`src/rtl/ascon_serial_collector.sv`:
```
// ----------------------------------------------------------------------------
// ascon_serial_collector
//
// Purpose:
//   Deserializer placed directly after the bit-serial Ascon core. It watches
//   the core's ready flag for a rising edge, waits GAP idle cycles, then
//   samples one data bit and one tag bit per clock for MAX cycles. The
//   assembled words are then offered on a valid/ready interface together
//   with a registered compare of the captured tag against exp_tag.
//   The same block serves encryption or decryption; which core outputs
//   feed it is decided purely by top-level wiring.
//
// Parameters:
//   Y   - data word width in bits (Y <= MAX)
//   MAX - serial window length in cycles (MAX >= Y, MAX >= 128)
//   GAP - idle cycles between the ready edge and the first sample (0 legal)
//
// Ports:
//   clk        in   clock, rising edge
//   rst        in   synchronous active-high reset
//   readyxSI   in   core ready flag (encryption_ready / decryption_ready)
//   dataxSI    in   serial data bit (ciphertext or plaintext)
//   tagxSI     in   serial tag bit
//   exp_tag    in   expected tag, sampled on the final capture edge
//   out_ready  in   downstream accepts the result
//   data_out   out  assembled data word (Y bits)
//   tag_out    out  assembled 128-bit tag
//   out_valid  out  result available
//   tag_match  out  tag_out == exp_tag, meaningful while out_valid is high
//   busy       out  capture in progress (GAP or SHIFT)
//   overrun    out  sticky: a ready edge arrived while not idle
// ----------------------------------------------------------------------------
module ascon_serial_collector #(
  parameter int Y   = 256,
  parameter int MAX = 256,
  parameter int GAP = 2
) (
  input  logic           clk,
  input  logic           rst,
  input  logic           readyxSI,
  input  logic           dataxSI,
  input  logic           tagxSI,
  input  logic [127:0]   exp_tag,
  input  logic           out_ready,
  output logic [Y-1:0]   data_out,
  output logic [127:0]   tag_out,
  output logic           out_valid,
  output logic           tag_match,
  output logic           busy,
  output logic           overrun
);

  localparam int CNT_TOP = (MAX > GAP) ? MAX : GAP;
  localparam int CW      = $clog2(CNT_TOP + 1);

  localparam logic [CW-1:0] LAST_SHIFT = CW'(MAX - 1);
  // Only reachable when GAP > 0; the GAP = 0 value is a don't-care.
  localparam logic [CW-1:0] LAST_GAP   = (GAP > 0) ? CW'(GAP - 1) : {CW{1'b0}};

  typedef enum logic [1:0] {
    S_IDLE  = 2'd0,
    S_GAP   = 2'd1,
    S_SHIFT = 2'd2,
    S_HOLD  = 2'd3
  } state_t;

  state_t           r_state;
  logic [CW-1:0]    r_cnt;
  logic             r_rdy_q;
  logic [Y-1:0]     r_data;
  logic [127:0]     r_tag;
  logic             r_out_valid;
  logic             r_tag_match;
  logic             r_busy;
  logic             r_overrun;

  logic             w_trigger;
  logic [Y-1:0]     w_data_next;
  logic [127:0]     w_tag_next;

  // Rising edge of the ready flag. r_rdy_q resets to 0, so a flag that is
  // already high right after reset is seen as an edge.
  assign w_trigger = readyxSI & ~r_rdy_q;

  // Capture vectors with the current bit index replaced by the serial inputs;
  // indices beyond the word widths never match and are discarded.
  always_comb begin
    w_data_next = r_data;
    w_tag_next  = r_tag;
    for (int k = 0; k < Y; k++) begin
      if (r_cnt == CW'(k)) begin
        w_data_next[k] = dataxSI;
      end else begin
        w_data_next[k] = r_data[k];
      end
    end
    for (int k = 0; k < 128; k++) begin
      if (r_cnt == CW'(k)) begin
        w_tag_next[k] = tagxSI;
      end else begin
        w_tag_next[k] = r_tag[k];
      end
    end
  end

  // Control FSM, bit counter, capture registers and all registered outputs.
  always_ff @(posedge clk) begin
    if (rst) begin
      r_state     <= S_IDLE;
      r_cnt       <= {CW{1'b0}};
      r_rdy_q     <= 1'b0;
      r_data      <= {Y{1'b0}};
      r_tag       <= 128'd0;
      r_out_valid <= 1'b0;
      r_tag_match <= 1'b0;
      r_busy      <= 1'b0;
      r_overrun   <= 1'b0;
    end else begin
      r_rdy_q <= readyxSI;

      // Edges outside IDLE (including the handshake edge) are dropped but
      // remembered in the sticky overrun flag.
      if (w_trigger && (r_state != S_IDLE)) begin
        r_overrun <= 1'b1;
      end

      case (r_state)
        S_IDLE: begin
          if (w_trigger) begin
            r_cnt   <= {CW{1'b0}};
            r_busy  <= 1'b1;
            r_state <= (GAP > 0) ? S_GAP : S_SHIFT;
          end
        end

        S_GAP: begin
          if (r_cnt == LAST_GAP) begin
            r_cnt   <= {CW{1'b0}};
            r_state <= S_SHIFT;
          end else begin
            r_cnt <= r_cnt + CW'(1);
          end
        end

        S_SHIFT: begin
          r_data <= w_data_next;
          r_tag  <= w_tag_next;
          if (r_cnt == LAST_SHIFT) begin
            r_cnt       <= {CW{1'b0}};
            r_out_valid <= 1'b1;
            r_busy      <= 1'b0;
            // Compare uses this edge's tag bit as well.
            r_tag_match <= (w_tag_next == exp_tag);
            r_state     <= S_HOLD;
          end else begin
            r_cnt <= r_cnt + CW'(1);
          end
        end

        S_HOLD: begin
          // data/tag keep their values after the handshake until the next
          // capture overwrites them bit by bit.
          if (r_out_valid && out_ready) begin
            r_out_valid <= 1'b0;
            r_state     <= S_IDLE;
          end
        end

        default: begin
          r_state     <= S_IDLE;
          r_cnt       <= {CW{1'b0}};
          r_out_valid <= 1'b0;
          r_busy      <= 1'b0;
        end
      endcase
    end
  end

  assign data_out  = r_data;
  assign tag_out   = r_tag;
  assign out_valid = r_out_valid;
  assign tag_match = r_tag_match;
  assign busy      = r_busy;
  assign overrun   = r_overrun;

endmodule

```
`config.mk`:
```
export PLATFORM = sky130hd
export DESIGN_NAME = ascon_serial_collector
export DESIGN_NICKNAME = d
export VERILOG_FILES = /design/src/rtl/ascon_serial_collector.sv
export SDC_FILE = /design/constraint.sdc
export NUM_CORES = 1
export LEC_CHECK = 0
export ABC_AREA = 1
export CORE_AREA = 4 4 200 202
export DETAILED_ROUTE_END_ITERATION = 8
export DIE_AREA = 0 0 204 206
export DONT_BUFFER_PORTS = 1
export HOLD_SLACK_MARGIN = 0.1
export PLACE_DENSITY = 0.66
export SLEW_MARGIN = 20
export SYNTH_ARGS = -nofsm -noshare
export SYNTH_HDL_FRONTEND = slang
export SYNTH_SLANG_ARGS = --single-unit
```
`constraint.sdc`:
```
create_clock -name clk -period 2.9 [get_ports clk]
set_input_delay 0.435 -clock clk [delete_from_list [all_inputs] [get_ports clk]]
set_output_delay 0.435 -clock clk [all_outputs]
set_load 0.01 [all_outputs]
```
==> run summary, run 1 <==
Outcome -> finished, final reports clean
Std-Cell Rows -> 72
Clock latency on the worst-skew pair -> 580 ps
Initial core utilization -> 51.1%
Final hold slack -> 190 ps
Synth-to-Final Area Change -> 9.91%
Routed vias/inst -> 6.12
Placed cell count -> 3201
CP peak stage delay -> 630 ps
Slew @ Worst Pin -> 795 ps
Worst setup path end -> data_out[139]
Drt pass-1 iters -> 8
Pwr dens -> 578 mW/mm^2
Post-layout net count -> 2873
Post-route DRC -> 0
Leakage Power -> 0.00849 uW
Pin count of the biggest net entering global routing -> 143
Die height -> 206 um
Num CTS Buffers -> 42
Initial antenna violation count -> 0
Gpl congestion -> 0.947
Max-cap viol count -> 0
R2r setup slk -> 140 ps
Asr flop ratio synth -> 0%
Num ports -> 522
Peak VDD IR -> 452 uV
Synth Warn # -> 0
Slew HR -> 47.0%
CP Launch Point -> r_cnt[1]
Clk_skew -> 16.6 ps
Avg WL per Cell -> 24.7 um
Syn avg cell area -> 7.00 sq um
Root Driver -> clkbuf_16
DRT met1 WL -> 30.7 mm
Syn Std Cell Area -> 0.0195 sq mm
Worst R2R Start -> r_cnt[1]
Vias in the first global route -> 17900
IO buf count -> 0
Crit-path slowest cell -> inv_1
First-pass GRT wire length -> 116 mm
Layout Cells excl Fill -> 3279
Fin crit period -> 2760 ps
Total wire length -> 81.1 mm
Sequential area share after synthesis -> 41.0%
H-tree levels -> 2
Yosys cell types -> 41
Die W -> 204 um
Post-synth top cells -> 608 x nand2_1, 400 x dfxtp_1, 383 x a21oi_1, 293 x o21ai_0, 233 x nor2_1
Worst-path maximum fanout -> 16
Worst path required time -> 3380 ps
Largest family of logic cells by synthesized area -> compound AO/OA/AOI/OAI gates
Slew Limit Fails -> 0
FF-to-FF End -> data_out[139]
DR WL met3 -> 10.7 mm
Synth top area cells -> dfxtp_1 41%, nand2_1 12%, a21oi_1 9.8%, o21ai_0 7.5%, a311oi_1 5.8%
Total length of routed met2 wires -> 35.8 mm
ANT nets after route -> 0
RSZ-0062 raised after global routing -> false
Worst EP arrival -> 3240 ps
WS Path Type -> reg2reg
Post-CTS sizing -> 0
Gate Count Post-Synth -> 2793
Synth top area share -> 41.0%
# setup viols final -> 0
Die ar. -> 0.0420 sq mm
Startpoint types -> flip-flop
Endpoints failing hold -> 0
Count leader, synth -> nand2_1
Synth Area in Adders -> 0.640%
Share of cells above drive strength 1 -> 7.39%
Synth Net Count -> 2937
Synth area leader -> dfxtp_1
DR iter-0 viols -> 1951
Clock sink count -> 400
Clk buf depth -> 3
Via count -> 20100
Overflow after GRT -> 0
CTS tree -> yes
Post-DP HPWL -> 58.4 mm
Worst setup EP type -> flip-flop
Ys flop type -> dfxtp_1
Synth Area in Compound Gates -> 25.6%
Highest routed layer -> met4
Final setup TNS -> 0 ps
R2R depth -> 7
Synth Area in Simple Gates -> 23.7%
Global Route Usage Sum -> 36.3%
Synth Area in XOR/XNOR -> 0.314%
Achievable clock frequency -> 362 MHz
Total power -> 12400 uW
CP cell instances -> ha_1 -> nand2_4 -> nor2_4 -> nand2_1 -> inv_1 -> a21oi_1 -> a311oi_1
Worst hold-check path type -> in2reg
Fin crit share -> 95.3%
Core area -> 0.0383 sq mm
Flops & latches, synth -> 400
Number of synthesized flops with an enable pin -> 0
Reg clk slew, reported paths -> 60 ps
Mux contribution to synthesized area -> 0%
==> worst min path at each step <==
stage	from	end	slack, ps	cells past startpoint
final	tagxSI	tag_out[1]	190	4
after global routing	tagxSI	tag_out[3]	210	4
after CTS	tagxSI	tag_out[1]	160	4
after detailed placement	r_rdy_q	overrun	490	3
after global placement	r_cnt[1]	r_cnt[1]	480	2
after floorplan	r_rdy_q	overrun	470	3
==> metal layers <==
layer	global-route usage, %	up-vias
met5	0	-
met4	15.9	0
met3	13.0	187
met2	56.3	1169
met1	45.8	9323
li1	-	9393
==> cell type report <==
class	count	area [sq um]
fillers	3711	16800
multi-input cells	1977	9850
flip-flops and latches	400	8010
clock buffers	57	1170
inverters	225	865
repair buffers	83	746
well taps	518	648
clock inverters	18	199
diodes	1	2.50
==> report_power, final <==
group          internal (uW)  switching, uW  leakage [uW]
logic                    360            878       0.00459
clock network           3110           2320      0.000678
registers               5590            163       0.00322
==> worst max-delay path, delay by kind of cell (launching register included) <==
| kind | cells | cell delay, ps |
|---|---|---|
| AO/OA/AOI/OAI | 2 | 350 |
| adder cells (fa/ha/maj) | 1 | 290 |
| buffers and inverters | 1 | 630 |
| flip-flops | 1 | 370 |
| AND/OR/NAND/NOR | 3 | 1010 |
==> layout by cell type (no fill, tap or decap), drive strengths merged <==
cell type / Yosys / layout
nand3: 148 / 148
a21boi: 1 / 1
nor2: 252 / 252
nor4: 1 / 1
inv: 219 / 223
o21ai: 312 / 312
o211a: 1 / 1
ha: 10 / 10
a21o: 1 / 1
clkinv: 6 / 17
o211ai: 46 / 46
buf: 55 / 82
a31oi: 1 / 1
a311oi: 129 / 129
o21bai: 2 / 2
xor2: 4 / 4
xnor2: 3 / 3
clkbuf: 136 / 57
dlygate4sd3: 0 / 1
nand4: 17 / 17
nor3b: 1 / 1
or2: 1 / 1
nor3: 9 / 9
bufinv: 0 / 3
diode: 0 / 1
nand2: 621 / 621
a21oi: 384 / 384
nand3b: 33 / 33
dfxtp: 400 / 400
==> state kept, by name, indices dropped and copies added, names as in the netlist <==
register,flops
tag_match,1
overrun,1
r_state,2
tag_out,128
r_cnt,9
data_out,256
r_rdy_q,1
busy,1
out_valid,1
==> stage by stage <==
stage / instance area (sq um) / utilization [%] / setup slack (ps)
after CTS: 21500 / 56.1 / 188
after floorplan: 19500 / - / 773
final: 21500 / 56.1 / 135
after global placement: 20100 / 52.4 / 261
after detailed placement: 20100 / 52.4 / 183
after global routing: 21500 / 56.1 / 21.4
==> cell families (layout without fill, tap and decap cells) <==
group / after synthesis / count (layout)
AO/OA/AOI/OAI: 877 / 877
XOR/XNOR: 7 / 7
adder cells (fa/ha/maj): 10 / 10
buffers and inverters: 416 / 383
flip-flops: 400 / 400
other: 0 / 1
AND/OR/NAND/NOR: 1083 / 1083
==> timing repair <==
item                                   in CTS  in global routing
endpoints found under the hold margin     142                  0
setup buffers                               0                  0
hold buffers                                2                  0
(Power assumes the default switching activity.)
==> inputs of run 2 (changes only) <==
--- a/config.mk
+++ b/config.mk
@@ -12,7 +12,6 @@
 export DONT_BUFFER_PORTS = 1
 export HOLD_SLACK_MARGIN = 0.1
 export PLACE_DENSITY = 0.66
-export SLEW_MARGIN = 20
 export SYNTH_ARGS = -nofsm -noshare
 export SYNTH_HDL_FRONTEND = slang
 export SYNTH_SLANG_ARGS = --single-unit
==> results of run 2 <==
Same layout as run 1: the final DEF is identical, and so are final timing and power.
